===== src/rtl/fetch_pkg.sv =====
// Shared definitions for the instruction-fetch stage: widths, opcode constants,
// opcode/target field positions and the fetch FSM state type.
package fetch_pkg;

  localparam int unsigned PC_W    = 4;
  localparam int unsigned OP_W    = 32;

  localparam int unsigned OPC_MSB = 31;
  localparam int unsigned OPC_LSB = 28;
  localparam int unsigned TGT_LSB = 0;

  localparam logic [3:0] OP_JMP  = 4'h1;
  localparam logic [3:0] OP_HALT = 4'hF;

  typedef enum logic [1:0] {
    ST_IDLE,
    ST_FETCH,
    ST_HALT
  } fetch_state_t;

endpackage


===== src/rtl/pc_next.sv =====
// Combinational next-PC selection: redirect, local jump (PC_FETCH_JUMP_PREDECODE_EN),
// halt hold, otherwise sequential increment modulo 2^PC_W.
module pc_next #(
  parameter int unsigned PC_W = fetch_pkg::PC_W
) (
  input  logic [PC_W-1:0] pc,
  input  logic [3:0]      opcode,
  input  logic [PC_W-1:0] jmp_tgt,
  input  logic            redir_en,
  input  logic [PC_W-1:0] redir_pc,
  output logic [PC_W-1:0] next_pc
);
  import fetch_pkg::*;

  always_comb begin
    next_pc = pc + PC_W'(1);
    if (redir_en) begin
      next_pc = redir_pc;
`ifdef PC_FETCH_JUMP_PREDECODE_EN
    end else if (opcode == OP_JMP) begin
      next_pc = jmp_tgt;
`endif
    end else if (opcode == OP_HALT) begin
      next_pc = pc;
    end
  end

`ifndef PC_FETCH_JUMP_PREDECODE_EN
  logic unused_jmp;
  assign unused_jmp = ^jmp_tgt;
`endif

endmodule


===== src/rtl/pc_fetch.sv =====
// Instruction-fetch stage: PC, instruction register with valid/ready handoff,
// redirect/halt handling and saturating fetch counter. Optional: PC_FETCH_JUMP_PREDECODE_EN.
module pc_fetch #(
  parameter int unsigned PC_W = fetch_pkg::PC_W,
  parameter int unsigned OP_W = fetch_pkg::OP_W
) (
  input  logic            clk,
  input  logic            rst_n,
  input  logic            run,
  output logic [PC_W-1:0] pc_out,
  input  logic [OP_W-1:0] op,
  output logic [OP_W-1:0] ir_op,
  output logic [PC_W-1:0] ir_pc,
  output logic            ir_valid,
  input  logic            ir_ready,
  input  logic            redir_valid,
  input  logic [PC_W-1:0] redir_pc,
  output logic            halted,
  output logic [7:0]      fetch_count
);
  import fetch_pkg::*;

  fetch_state_t    state_q, state_d;
  logic [PC_W-1:0] pc_q, pc_d, next_pc;
  logic [OP_W-1:0] ir_op_q, ir_op_d;
  logic [PC_W-1:0] ir_pc_q, ir_pc_d;
  logic            ir_valid_q, ir_valid_d;
  logic [7:0]      cnt_q, cnt_d;
  logic [3:0]      opcode;
  logic            redir_en, load;

  assign opcode   = op[OPC_MSB:OPC_LSB];
  assign redir_en = (state_q == ST_FETCH) && redir_valid;
  assign load     = (state_q == ST_FETCH) && (!ir_valid_q || ir_ready);

  pc_next #(.PC_W(PC_W)) u_pc_next (
    .pc       (pc_q),
    .opcode   (opcode),
    .jmp_tgt  (op[TGT_LSB +: PC_W]),
    .redir_en (redir_en),
    .redir_pc (redir_pc),
    .next_pc  (next_pc)
  );

  always_comb begin
    state_d    = state_q;
    pc_d       = pc_q;
    ir_op_d    = ir_op_q;
    ir_pc_d    = ir_pc_q;
    ir_valid_d = ir_valid_q;
    cnt_d      = cnt_q;
    unique case (state_q)
      ST_IDLE: begin
        if (run) state_d = ST_FETCH;
        if (ir_valid_q && ir_ready) ir_valid_d = 1'b0;
      end
      ST_FETCH: begin
        // Redirect flushes IR even when a transfer coincides with it.
        if (redir_valid) begin
          pc_d       = next_pc;
          ir_valid_d = 1'b0;
        end else if (load) begin
          ir_op_d    = op;
          ir_pc_d    = pc_q;
          ir_valid_d = 1'b1;
          pc_d       = next_pc;
          if (cnt_q != 8'hFF) cnt_d = cnt_q + 8'd1;
          if (opcode == OP_HALT) state_d = ST_HALT;
        end
      end
      ST_HALT: begin
        if (ir_valid_q && ir_ready) ir_valid_d = 1'b0;
      end
      default: state_d = ST_IDLE;
    endcase
  end

  always_ff @(posedge clk) begin
    if (!rst_n) begin
      state_q    <= ST_IDLE;
      pc_q       <= '0;
      ir_op_q    <= '0;
      ir_pc_q    <= '0;
      ir_valid_q <= 1'b0;
      cnt_q      <= '0;
    end else begin
      state_q    <= state_d;
      pc_q       <= pc_d;
      ir_op_q    <= ir_op_d;
      ir_pc_q    <= ir_pc_d;
      ir_valid_q <= ir_valid_d;
      cnt_q      <= cnt_d;
    end
  end

  assign pc_out      = pc_q;
  assign ir_op       = ir_op_q;
  assign ir_pc       = ir_pc_q;
  assign ir_valid    = ir_valid_q;
  assign halted      = (state_q == ST_HALT);
  assign fetch_count = cnt_q;

endmodule


===== config.mk =====
export PLATFORM = sky130hd
export DESIGN_NAME = pc_fetch
export DESIGN_NICKNAME = d
export VERILOG_FILES = /design/src/rtl/fetch_pkg.sv /design/src/rtl/pc_next.sv /design/src/rtl/pc_fetch.sv
export SDC_FILE = /design/constraint.sdc
export NUM_CORES = 1
export LEC_CHECK = 0
export ABC_AREA = 1
export ABC_CLOCK_PERIOD_IN_PS = 1700
export CORE_MARGIN = 1.5
export CORE_UTILIZATION = 30
export DETAILED_ROUTE_END_ITERATION = 10
export GPL_TIMING_DRIVEN = 0
export SYNTH_ARGS = -nofsm -noshare
export SYNTH_HDL_FRONTEND = slang
export SYNTH_SLANG_ARGS = --single-unit

===== constraint.sdc =====
create_clock -name clk -period 1.7 [get_ports clk]
set_input_delay 0.34 -clock clk [delete_from_list [all_inputs] [get_ports clk]]
set_output_delay 0.34 -clock clk [all_outputs]
set_load 0.05 [all_outputs]

After elaboration in Yosys (flattened, before gate mapping)
Index checks and enable logic that the tools add are counted.
{ "totals": {"word_cells": 47, "regBits": 51, "output_inout_bits": 50} }
{ "classes": {"eq_ne": 10, "bitwise_logic": 2, "mux": 13, "reduce_logical": 14, "n_addsub": 2} }
{ "ops": {"columns": ["op", "n"], "rows": [
  ["4-bit 2-to-1 mux", 4],
  ["8-bit by 1-bit adder with 8-bit output (second input constant)", 1],
  ["2-bit 2-to-1 mux", 4],
  ["8-bit inequality test (second input constant)", 1],
  ["2-bit inequality test (second input constant)", 3],
  ["2-bit one-hot mux with 3 select lines", 1],
  ["3-bit AND reduction", 2],
  ["5-bit AND reduction", 1],
  ["4-bit by 1-bit adder with 4-bit output (second input constant)", 1],
  ["4-bit == test (second input constant)", 1],
  ["2-bit by 1-bit inequality test with 1-bit output (second input constant)", 2],
  ["4-bit AND reduction", 1],
  ["2-bit nonzero test", 2],
  ["1-bit logical AND", 3],
  ["1-bit 2-to-1 mux", 3],
  ["3-bit inequality test (second input constant)", 1],
  ["2-bit by 1-bit == test with 1-bit output (second input constant)", 1],
  ["2-bit == test (second input constant)", 1],
  ["2-bit zero test", 1],
  ["1-bit NOT", 2],
  ["1-bit one-hot mux with 2 select lines", 1],
  ["2-bit AND reduction", 1],
  ["2-bit OR reduction", 1],
  ["1-bit zero test", 1],
  ["1-bit logical OR", 1]
]} }

Longest topological paths before layout
{ "logic_depth": {"depth_word": 6, "depth_mapped": 8} }

Cells and area by module
A second synthesis with hierarchy kept.
{ "unflattened": {"hier_cells": 309, "area_unflattened_um2": 2209.6} }
{ "modules_own_cells": {"columns": ["module", "instances", "cells_per_inst", "seq_area_each_um2", "area_each_um2"], "rows": [
  ["pc_fetch", 1, 272, 1021.0, 2047.0],
  ["pc_next", 1, 37, 0.0, 162.7]
]} }

Worst setup path before layout
Ideal clock, no wire load.
{ "synth_path": {"path_type": "register to register", "startpoint": "register cnt_q[0] (netlist: fetch_count[0])", "endpoint": "register cnt_q[4] (netlist: fetch_count[4])", "path_buffers": 0, "path_slack_ns": -0.035, "arrival_time_ns": 1.664, "setup_time_ns": 0.070, "path_stages_with_launch": 8, "period_less_slack_ns": 1.735, "t_required_ns": 1.630, "cell_sequence": "dfxtp_1 > ha_1 > nand2_1 > nor2_1 > nand2_1 > nand2_1 > nand2_1 > a21oi_1"} }
{ "synth_between": {"elab_chain_len": 2} }
{ "synth_rtl": {"columns": ["item", "line_no", "source"], "rows": [
  ["from (decl)", "pc_fetch.sv:28", "logic [7:0] cnt_q, cnt_d;"],
  ["from (signal assigned)", "pc_fetch.sv:92", "cnt_q <= cnt_d;"],
  ["branches (longest 2 deep; another with 8-bit by 1-bit adder with 8-bit output)", null, null]
]} }
Several ways; the timed one is not identified.
A chain may end at the register's enable or synchronous reset.

Final worst setup path
{ "layout_path": {"startpoint": "register pc_q[1] (netlist: pc_out[1])", "endpoint": "output pc_out[1]"} }
{ "layout_rtl": {"columns": ["item", "line_no", "source"], "rows": [
  ["from (decl)", "pc_fetch.sv:24", "logic [PC_W-1:0] pc_q, pc_d, next_pc;"],
  ["from (signal assigned)", "pc_fetch.sv:88", "pc_q <= pc_d;"],
  ["to (decl)", "pc_fetch.sv:10", "output logic [PC_W-1:0] pc_out,"]
]} }
No word-level cell between the ends.

==> impl_metrics.toml <==
[status]
run_status = "finished clean"

[clock_tree]
cts_htree_levels = 2
cts_buffers = 5
cts_setup_buffers = 0
clk_latency_ns = 0.30
path_clk_slew_ns = 0.09
clock_path_buffers = 2
cts_root_buf = "clkbuf_8"
cts_sinks = 51
cts_tree = "done"

[critical_path]
max_stage_delay_ns = 0.57
r2r_cells = 7
crit_path_start_kind = "register"
cp_cell_sequence = "dlygate4sd2_1"
crit_path_top_delay_cell = "dlygate4sd2_1"
endpoint_kind = "primary output"
criticalPathCategory = "register to primary output"
cp_max_fo = 6
path_delay_family = "buffers and inverters"
required_ns = 1.36
cp_data_arrival_time_ns = 1.30
cp_num_buf_inv = 1
crit_cells = 1

[finish]
fin_area_sq_um = 3200
nets = 436
antenna_cells = 0
drive_above_1_share_pct = 6.60
num-fill-cells = 731
area_growth_pct = 52.0
finish.utilization_pct = 47.1

[sta]
finalCriticalPeriod_ns = 1.64
max_slew_margin_pct = 64.3
final_max_slew_viol_count = 0
setup_viol = 0
layout_setup_ws_ns = 0.0552
tightest_slew_ns = 0.535
clock.fmax_mhz = 608
rsz0062_at_grt = "false"
clock-skew-final_ns = 0.00386
fin_crit_sh_pct = 96.8
hold_violations = 0
hold_ws_ns = 0.465

[place]
place_congestion = 0.834
dp_slack_ns = -0.261
portBuffers = 90
place_hpwl_mm = 4.24
place_area_sq_um = 3130

[power_and_ir_drop]
total_power_uw = 3080
p_per_area_nw_per_um2 = 962
power_leakage_uw = 0.00141
ir_drop_mv = 0.516

[synth]
synthCells = 296
ys_types = 21
synth-seq-cells = 51
synth_nets = 339
synth_area_sq_um = 2110
syn_area_per_cell_sq_um = 7.11
yosysSeqAreaShare_pct = 48.5
yosysWarningCount = 0

[die]
rows = 30
initial_core_util_pct = 31.0
die_h_um = 86.8
io_pins = 91
die-area_sq_um = 7530
core_area_sq_um = 6790
die_w_um = 86.8

[routing]
viasPerCell = 4.46
dr.pass1.iters = 4
vias = 2187
wl_per_cell_um = 11.8
drc = 0
drt_iter0_markers = 79
routed_wl_mm = 5.76
antenna_left = 0

[global_route]
groute.usage.overall_pct = 15.6
grt_first_pass_wirelength_mm = 9.32
grt_overflow = 0
grt_pass1_vias = 1955
antenna_found_initial = 0
grt_max_degree = 17

[min_path]
min_delay_path_depth = 2
min_path_type = "register to register"

[job]
drv_cap = 0
-- cells in the mapped netlist, drive strengths merged --
| library cell | instances | area (sq um) |
|---|---|---|
| nand3 | 6 | 42.5 |
| nand4 | 1 | 6.26 |
| dfxtp | 51 | 1020 |
| o211ai | 1 | 7.51 |
| o21ai | 10 | 50.1 |
| nand3b | 2 | 15.0 |
| xor2 | 1 | 8.76 |
| nor3 | 1 | 5.00 |
| a21oi | 48 | 244 |
| nand2 | 119 | 447 |
| ha | 2 | 25.0 |
| nor2 | 26 | 105 |
| xnor2 | 1 | 8.76 |
| inv | 15 | 56.3 |
| clkbuf | 7 | 26.3 |
| buf | 5 | 37.5 |
-- final timing paths --
| kind | from | to | slack, ns |
|---|---|---|---|
| max | pc_out[1]$_SDFFE_PN0P_ | pc_out[1] | 0.06 |
| min | ir_op[6]$_SDFFE_PN0P_ | ir_op[6]$_SDFFE_PN0P_ | 0.46 |
| max reg2reg | fetch_count[0]$_SDFFE_PN0P_ | fetch_count[3]$_SDFFE_PN0P_ | 0.14 |
| min reg2reg | ir_op[6]$_SDFFE_PN0P_ | ir_op[6]$_SDFFE_PN0P_ | 0.46 |
-- metrics by stage --
step,cells,setup TNS [ns]
after CTS,490,0
after global routing,490,0
after detailed placement,482,-8.00
final,490,0
after global placement,482,-6.57
after floorplan,296,0
-- power breakdown --
group | total [uW] | internal (uW) | switching, uW
sequential | 1340 | 1270 | 63.4
clock | 991 | 587 | 404
combinational | 751 | 251 | 500
-- flip-flops by register name, indices dropped and copies added, names as in the netlist --
| name | flops |
|---|---|
| fetch_count | 8 |
| ir_op | 32 |
| ir_pc | 4 |
| ir_valid | 1 |
| pc_out | 4 |
| state_q | 2 |
-- cell usage in the layout (no fill, tap or decap) --
cell type / n
a21oi_1: 47
inv_2: 3
ha_1: 2
o21ai_0: 9
xor2_1: 1
buf_6: 2
buf_2: 4
dlygate4sd2_1: 47
dfxtp_1: 49
bufinv_16: 2
clkdlybuf4s50_1: 40
nand3b_1: 2
xnor2_1: 1
o211ai_1: 1
nor2_1: 25
nor2_4: 1
inv_1: 12
clkdlybuf4s15_1: 1
a21oi_2: 1
nand3_4: 1
nand3_1: 5
clkinvlp_4: 1
clkbuf_2: 4
dfxtp_2: 2
clkbuf_1: 4
nand2_1: 119
nand4_1: 1
o21ai_1: 1
nor3_1: 1
clkbuf_8: 5
-- cell families after synthesis --
family / count (synthesis) / synth area share [%]
compound gates: 59 / 14.3
xor+xnor: 2 / 0.832
fa+ha+maj: 2 / 1.19
buf+inv: 27 / 5.70
simple gates: 155 / 29.5
flops: 51 / 48.5
-- per-layer routing --
layer / share of wire, % / wire (um) / vias to the layer above / global-route usage, %
li1: - / - / 1137 / -
met1: 46 / 2680 / 985 / 20.4
met2: 47 / 2680 / 63 / 25.6
met3: 6.7 / 387 / 2 / 4.67
met4: 0.24 / 14 / 0 / 3.08
met5: 0 / 0 / - / 0
-- final cells by class --
cell class / instances / area (sq um) / area share, %
clock buffer: 5 / 68.8 / 2.15
clock inverter: 3 / 67.6 / 2.11
timing repair buffer: 90 / 832 / 26.0
multi-input combinational: 218 / 965 / 30.1
buffer: 12 / 67.6 / 2.11
tap: 96 / 120 / 3.75
inverter: 15 / 56.3 / 1.76
sequential: 51 / 1020 / 32.0
-- timing repair --
action                     in CTS  in global routing
pin swaps                       0                  0
setup endpoints to repair      50                  8
gates resized for setup        52                 12
hold buffers                    0                  0
(Power assumes the default switching activity.)
==> patch 1: new RTL, same settings <==
Take the reset off `pc_q` and load it in a clocked block of its own.
--- a/src/rtl/pc_fetch.sv
+++ b/src/rtl/pc_fetch.sv
@@ -78,19 +78,21 @@
   always_ff @(posedge clk) begin
     if (!rst_n) begin
       state_q    <= ST_IDLE;
-      pc_q       <= '0;
       ir_op_q    <= '0;
       ir_pc_q    <= '0;
       ir_valid_q <= 1'b0;
       cnt_q      <= '0;
     end else begin
       state_q    <= state_d;
-      pc_q       <= pc_d;
       ir_op_q    <= ir_op_d;
       ir_pc_q    <= ir_pc_d;
       ir_valid_q <= ir_valid_d;
       cnt_q      <= cnt_d;
     end
+  end
+
+  always_ff @(posedge clk) begin
+    pc_q <= pc_d;
   end
 
   assign pc_out      = pc_q;
Function: differs if rst_n is asserted again (counterexample within 4 cycles, from zero or initial values and one cycle with rst_n low); with rst_n held inactive, the same outputs for 10 cycles.
==> patch 1 against the original RTL <==
  * Worst hold slack lost 0.00089 ns
  * Sequential cell count is the same
  * Clock skew grew 0.0065 ns
  * Area after synthesis grew 3.6%
  * Global-route usage shrank 1.1 points
  * Setup slack gained 0.0094 ns
  * Final area grew 1.8%
  * Routed wire length shrank 3.4%
  * Critical path depth is the same
  * Critical path type unchanged
  * Largest cell class unchanged
Power is not compared: it rests on default switching activity, and its combinational part moved more than twofold at a synthesized area within 25%.
==> patch 1: results (changes against the original RTL) <==
----------------------------------------------------
[Critical path]
  Minimum setup slack among reg-to-reg paths ... 0.12 ns (was 0.14 ns)
  Peak fanout along the critical path ... 4 (was 6)
  Reg2reg end ... pc_out[0] (was fetch_count[3])
  Origin of the worst setup path ... pc_out[2] (was pc_out[1])
  Termination of the worst setup path ... pc_out[2] (was pc_out[1])

[Global routing]
  Maximum number of pins on one net before global-route repair ... 18 (was 17)
  Via count of the first global-routing pass ... 1956 (was 1955)
  First-pass GRT wire length ... 8.93 mm (was 9.32 mm)
  Met1 GRT Util ... 18.1% (was 20.4%)
  Overall global routing resource usage ... 14.5% (was 15.6%)
  Met3 track demand over resource in global routing ... 3.36% (was 4.67%)

[Synthesis]
  Register area share after synthesis ... 48.6% (was 48.5%)
  Top area cells in the synthesized netlist ... sky130_fd_sc_hd__dfxtp_1 (43%), sky130_fd_sc_hd__nand2_1 (19%), sky130_fd_sc_hd__a21oi_1 (8.9%) (was sky130_fd_sc_hd__dfxtp_1 (48%), sky130_fd_sc_hd__nand2_1 (21%), sky130_fd_sc_hd__a21oi_1 (11%))
  Adder-Cell Fraction of Synth Area ... 1.15% (was 1.19%)
  Most frequent cells after synthesis ... sky130_fd_sc_hd__nand2_1 (112), sky130_fd_sc_hd__dfxtp_1 (47), sky130_fd_sc_hd__a21oi_1 (39) (was sky130_fd_sc_hd__nand2_1 (119), sky130_fd_sc_hd__dfxtp_1 (51), sky130_fd_sc_hd__a21oi_1 (47))

[Cells and area]
  Fraction of layout instances using a drive strength above 1 ... 8.92% (was 6.60%)
  Clock distribution area overhead in the final layout ... 3.53% (was 4.26%)
  Buffers excl. clock ... 101 (was 102)
  Final Cell Area ... 3260 µm² (was 3200 µm²)
  Share of cell area taken by multi-input logic gates ... 30.3% (was 30.1%)
  Non-CTS inverters ... 16 (was 15)

[Drt]
  Via count ... 2116 (was 2187)

[Worst hold path]
  Hold-critical path endpoint ... ir_op[10] (was ir_op[6])

[STA]
  Final period demand of the worst path ... 1.64 ns (about the same)
  Final Hold Slack ... 0.464 ns (was 0.465 ns)

[Placed design]
  Pre-CTS setup slack ... -0.269 ns (was -0.261 ns)
  Half-perimeter wire length of the detailed placement result ... 4.04 mm (was 4.24 mm)

[Die]
  Placeable core area ... 6910 µm² (was 6790 µm²)

[Run status]
  Result of the run ... finished clean (unchanged)

----------------------------------------------------
==> patch 1: changes by cell type in the layout (fill, tap and decap cells not counted), moves of 4 or more <==
cell and change:
sky130_fd_sc_hd__nor2_1 -10, sky130_fd_sc_hd__dfxtp_1 -4, sky130_fd_sc_hd__nand2_1 -7, sky130_fd_sc_hd__a21oi_1 -8, sky130_fd_sc_hd__edfxtp_1 +4, sky130_fd_sc_hd__nand2_2 +4
==> patch 1: power groups by stage <==
stage	logic (W)	registers, W	clock network [W]
2_1_floorplan	0.000767	0.00224	0
3_3_place_gp	0.00199	0.00165	0
3_5_place_dp	0.00200	0.00166	0
4_1_cts	0.00188	0.00162	0.000894
5_1_grt	0.00202	0.00165	0.000930
6_report	0.00186	0.00162	0.000860
==> patch 1: repair_timing <==
item,CTS,global route
resized for setup,54,4
gates cloned,0,0
endpoints found under the setup margin,50,3
==> patch 1: routing by layer <==
metal,vias up,routed length [µm]
met3,5,333
li1,1091,-
met5,-,0
met2,62,2610
met4,0,40
met1,958,2580
==> patch 2: new RTL, same flow settings <==
Without the edit above. Build with the macro `PC_FETCH_JUMP_PREDECODE_EN` defined.
--- a/src/rtl/pc_next.sv
+++ b/src/rtl/pc_next.sv
@@ -1,5 +1,7 @@
 // Combinational next-PC selection: redirect, local jump (PC_FETCH_JUMP_PREDECODE_EN),
 // halt hold, otherwise sequential increment modulo 2^PC_W.
+`define PC_FETCH_JUMP_PREDECODE_EN
+
 module pc_next #(
   parameter int unsigned PC_W = fetch_pkg::PC_W
 ) (
Function: changed (Yosys sat finds a counterexample within 4 cycles, from zero or initial values and one cycle with rst_n low).
==> patch 2 against the original RTL <==
  * Total power down 17%
  * Final area is 0.16% higher
  * Critical endpoint is now fetch_count[5]
  * Setup slack worse by 0.0024 ns
  * Count of clock-buffer cells in the layout increased by 1
  * Highest routed layer unchanged
  * Area after synthesis rose by 2.5%
  * Global-route usage rose by 1.0 points
  * Routed wire length rose by 5.3%
  * Sequential cell count stayed put
==> patch 2: results (changes against the original RTL) <==
----------------------------------------------------
[Global routing]
  Via count of the first global-routing pass ... 2179 (was 1955)
  Overall global routing resource usage ... 16.6% (was 15.6%)
  First-pass GRT wire length ... 9.96 mm (was 9.32 mm)
  Maximum number of pins on one net before global-route repair ... 15 (was 17)

[Pwr]
  Seq power ... 0.00129 W (was 0.00134 W)
  Share of power burned in combinational logic ... 22.1% (was 24.4%)
  Peak supply drop ... 401 µV (was 516 µV)
  Leak pwr ... 1.46 nW (was 1.41 nW)

[Critical path]
  Source of the worst register-to-register timing path ... fetch_count[0] (unchanged)
  Origin of the worst setup path ... fetch_count[5] (was pc_out[1])
  Peak fanout along the critical path ... 7 (was 6)
  Path depth of the worst reg2reg path ... 8 (was 7)
  Termination of the worst setup path ... fetch_count[5] (was pc_out[1])

[Drt]
  Via density per instance ... 4.49 (was 4.46)
  Routed length on met3 ... 351 µm (was 387 µm)
  Total wire length ... 6.07 mm (was 5.76 mm)
  Iteration-0 DRC count of the detailed router ... 73 (was 79)

[Synthesis]
  Post-synth net total ... 347 (was 339)
  Syn Inst Count ... 304 (was 296)
  Top area cells in the synthesized netlist ... sky130_fd_sc_hd__dfxtp_1 (47%), sky130_fd_sc_hd__nand2_1 (20%), sky130_fd_sc_hd__a21oi_1 (11%) (was sky130_fd_sc_hd__dfxtp_1 (48%), sky130_fd_sc_hd__nand2_1 (21%), sky130_fd_sc_hd__a21oi_1 (11%))
  Most frequent cells after synthesis ... sky130_fd_sc_hd__nand2_1 (117), sky130_fd_sc_hd__dfxtp_1 (51), sky130_fd_sc_hd__a21oi_1 (46) (was sky130_fd_sc_hd__nand2_1 (119), sky130_fd_sc_hd__dfxtp_1 (51), sky130_fd_sc_hd__a21oi_1 (47))
  Adder-Cell Fraction of Synth Area ... 1.16% (was 1.19%)
  Synth Area in Compound Gates ... 12.3% (was 14.3%)
  Distinct cell type count after synthesis ... 23 (was 21)
  Register area share after synthesis ... 47.3% (was 48.5%)
  XOR/XNOR share of the synthesized area ... 1.22% (was 0.832%)

[Cells and area]
  Final Cell Area ... 3210 µm² (was 3200 µm²)
  Fraction of layout instances using a drive strength above 1 ... 5.24% (was 6.60%)
  Number of fill cells ... 738 (was 731)
  Number of non-filler instances in the completed layout ... 497 (was 490)
  Layout net count ... 444 (was 436)

[Placed design]
  Final weighted congestion of routability-driven global placement ... 0.781 (was 0.834)
  Pre-CTS setup slack ... -0.156 ns (was -0.261 ns)
  Half-perimeter wire length of the detailed placement result ... 4.50 mm (was 4.24 mm)

[STA]
  Final Hold Slack ... 0.464 ns (was 0.465 ns)
  Actual slew at the worst max-slew pin ... 0.534 ns (was 0.535 ns)
  Final period demand of the worst path ... 1.65 ns (was 1.64 ns)
  Clock skew ... 0.00226 ns (was 0.00386 ns)

[Run status]
  Result of the run ... finished clean (unchanged)

[Worst hold path]
  Hold-critical path endpoint ... ir_op[23] (was ir_op[6])

[Clock tree]
  Num CTS Buffers ... 5 (unchanged)

----------------------------------------------------
==> patch 2: cell count changes after synthesis, moves of 3 or more <==
cell / delta
sky130_fd_sc_hd__buf_2: -3
sky130_fd_sc_hd__buf_4: +4
sky130_fd_sc_hd__inv_1: +7
sky130_fd_sc_hd__nand3_1: +8
sky130_fd_sc_hd__nor2_1: -4
sky130_fd_sc_hd__o21ai_0: -8
sky130_fd_sc_hd__o21ai_1: +5
==> patch 2: final cells by class <==
cell class,instances,share of cell area (%)
clock buffer,6,2.58
clock inverter,1,0.156
buffer,11,1.76
tap,96,3.75
timing repair buffer,90,26.1
inverter,23,2.81
multi-input combinational,219,31.0
sequential,51,31.9
==> patch 2: routing by layer <==
metal	GRT usage (%)	vias up
li1	-	1158
met1	21.0	994
met2	27.8	70
met3	3.39	10
met4	6.49	0
met5	0	-
==> patch 2: worst min-delay path: cells and delay by family (launching register included) <==
| kind | cells | cell delay, ns |
|---|---|---|
| compound gates | 1 | 0.05 |
| flops | 1 | 0.31 |
| simple gates | 1 | 0.06 |
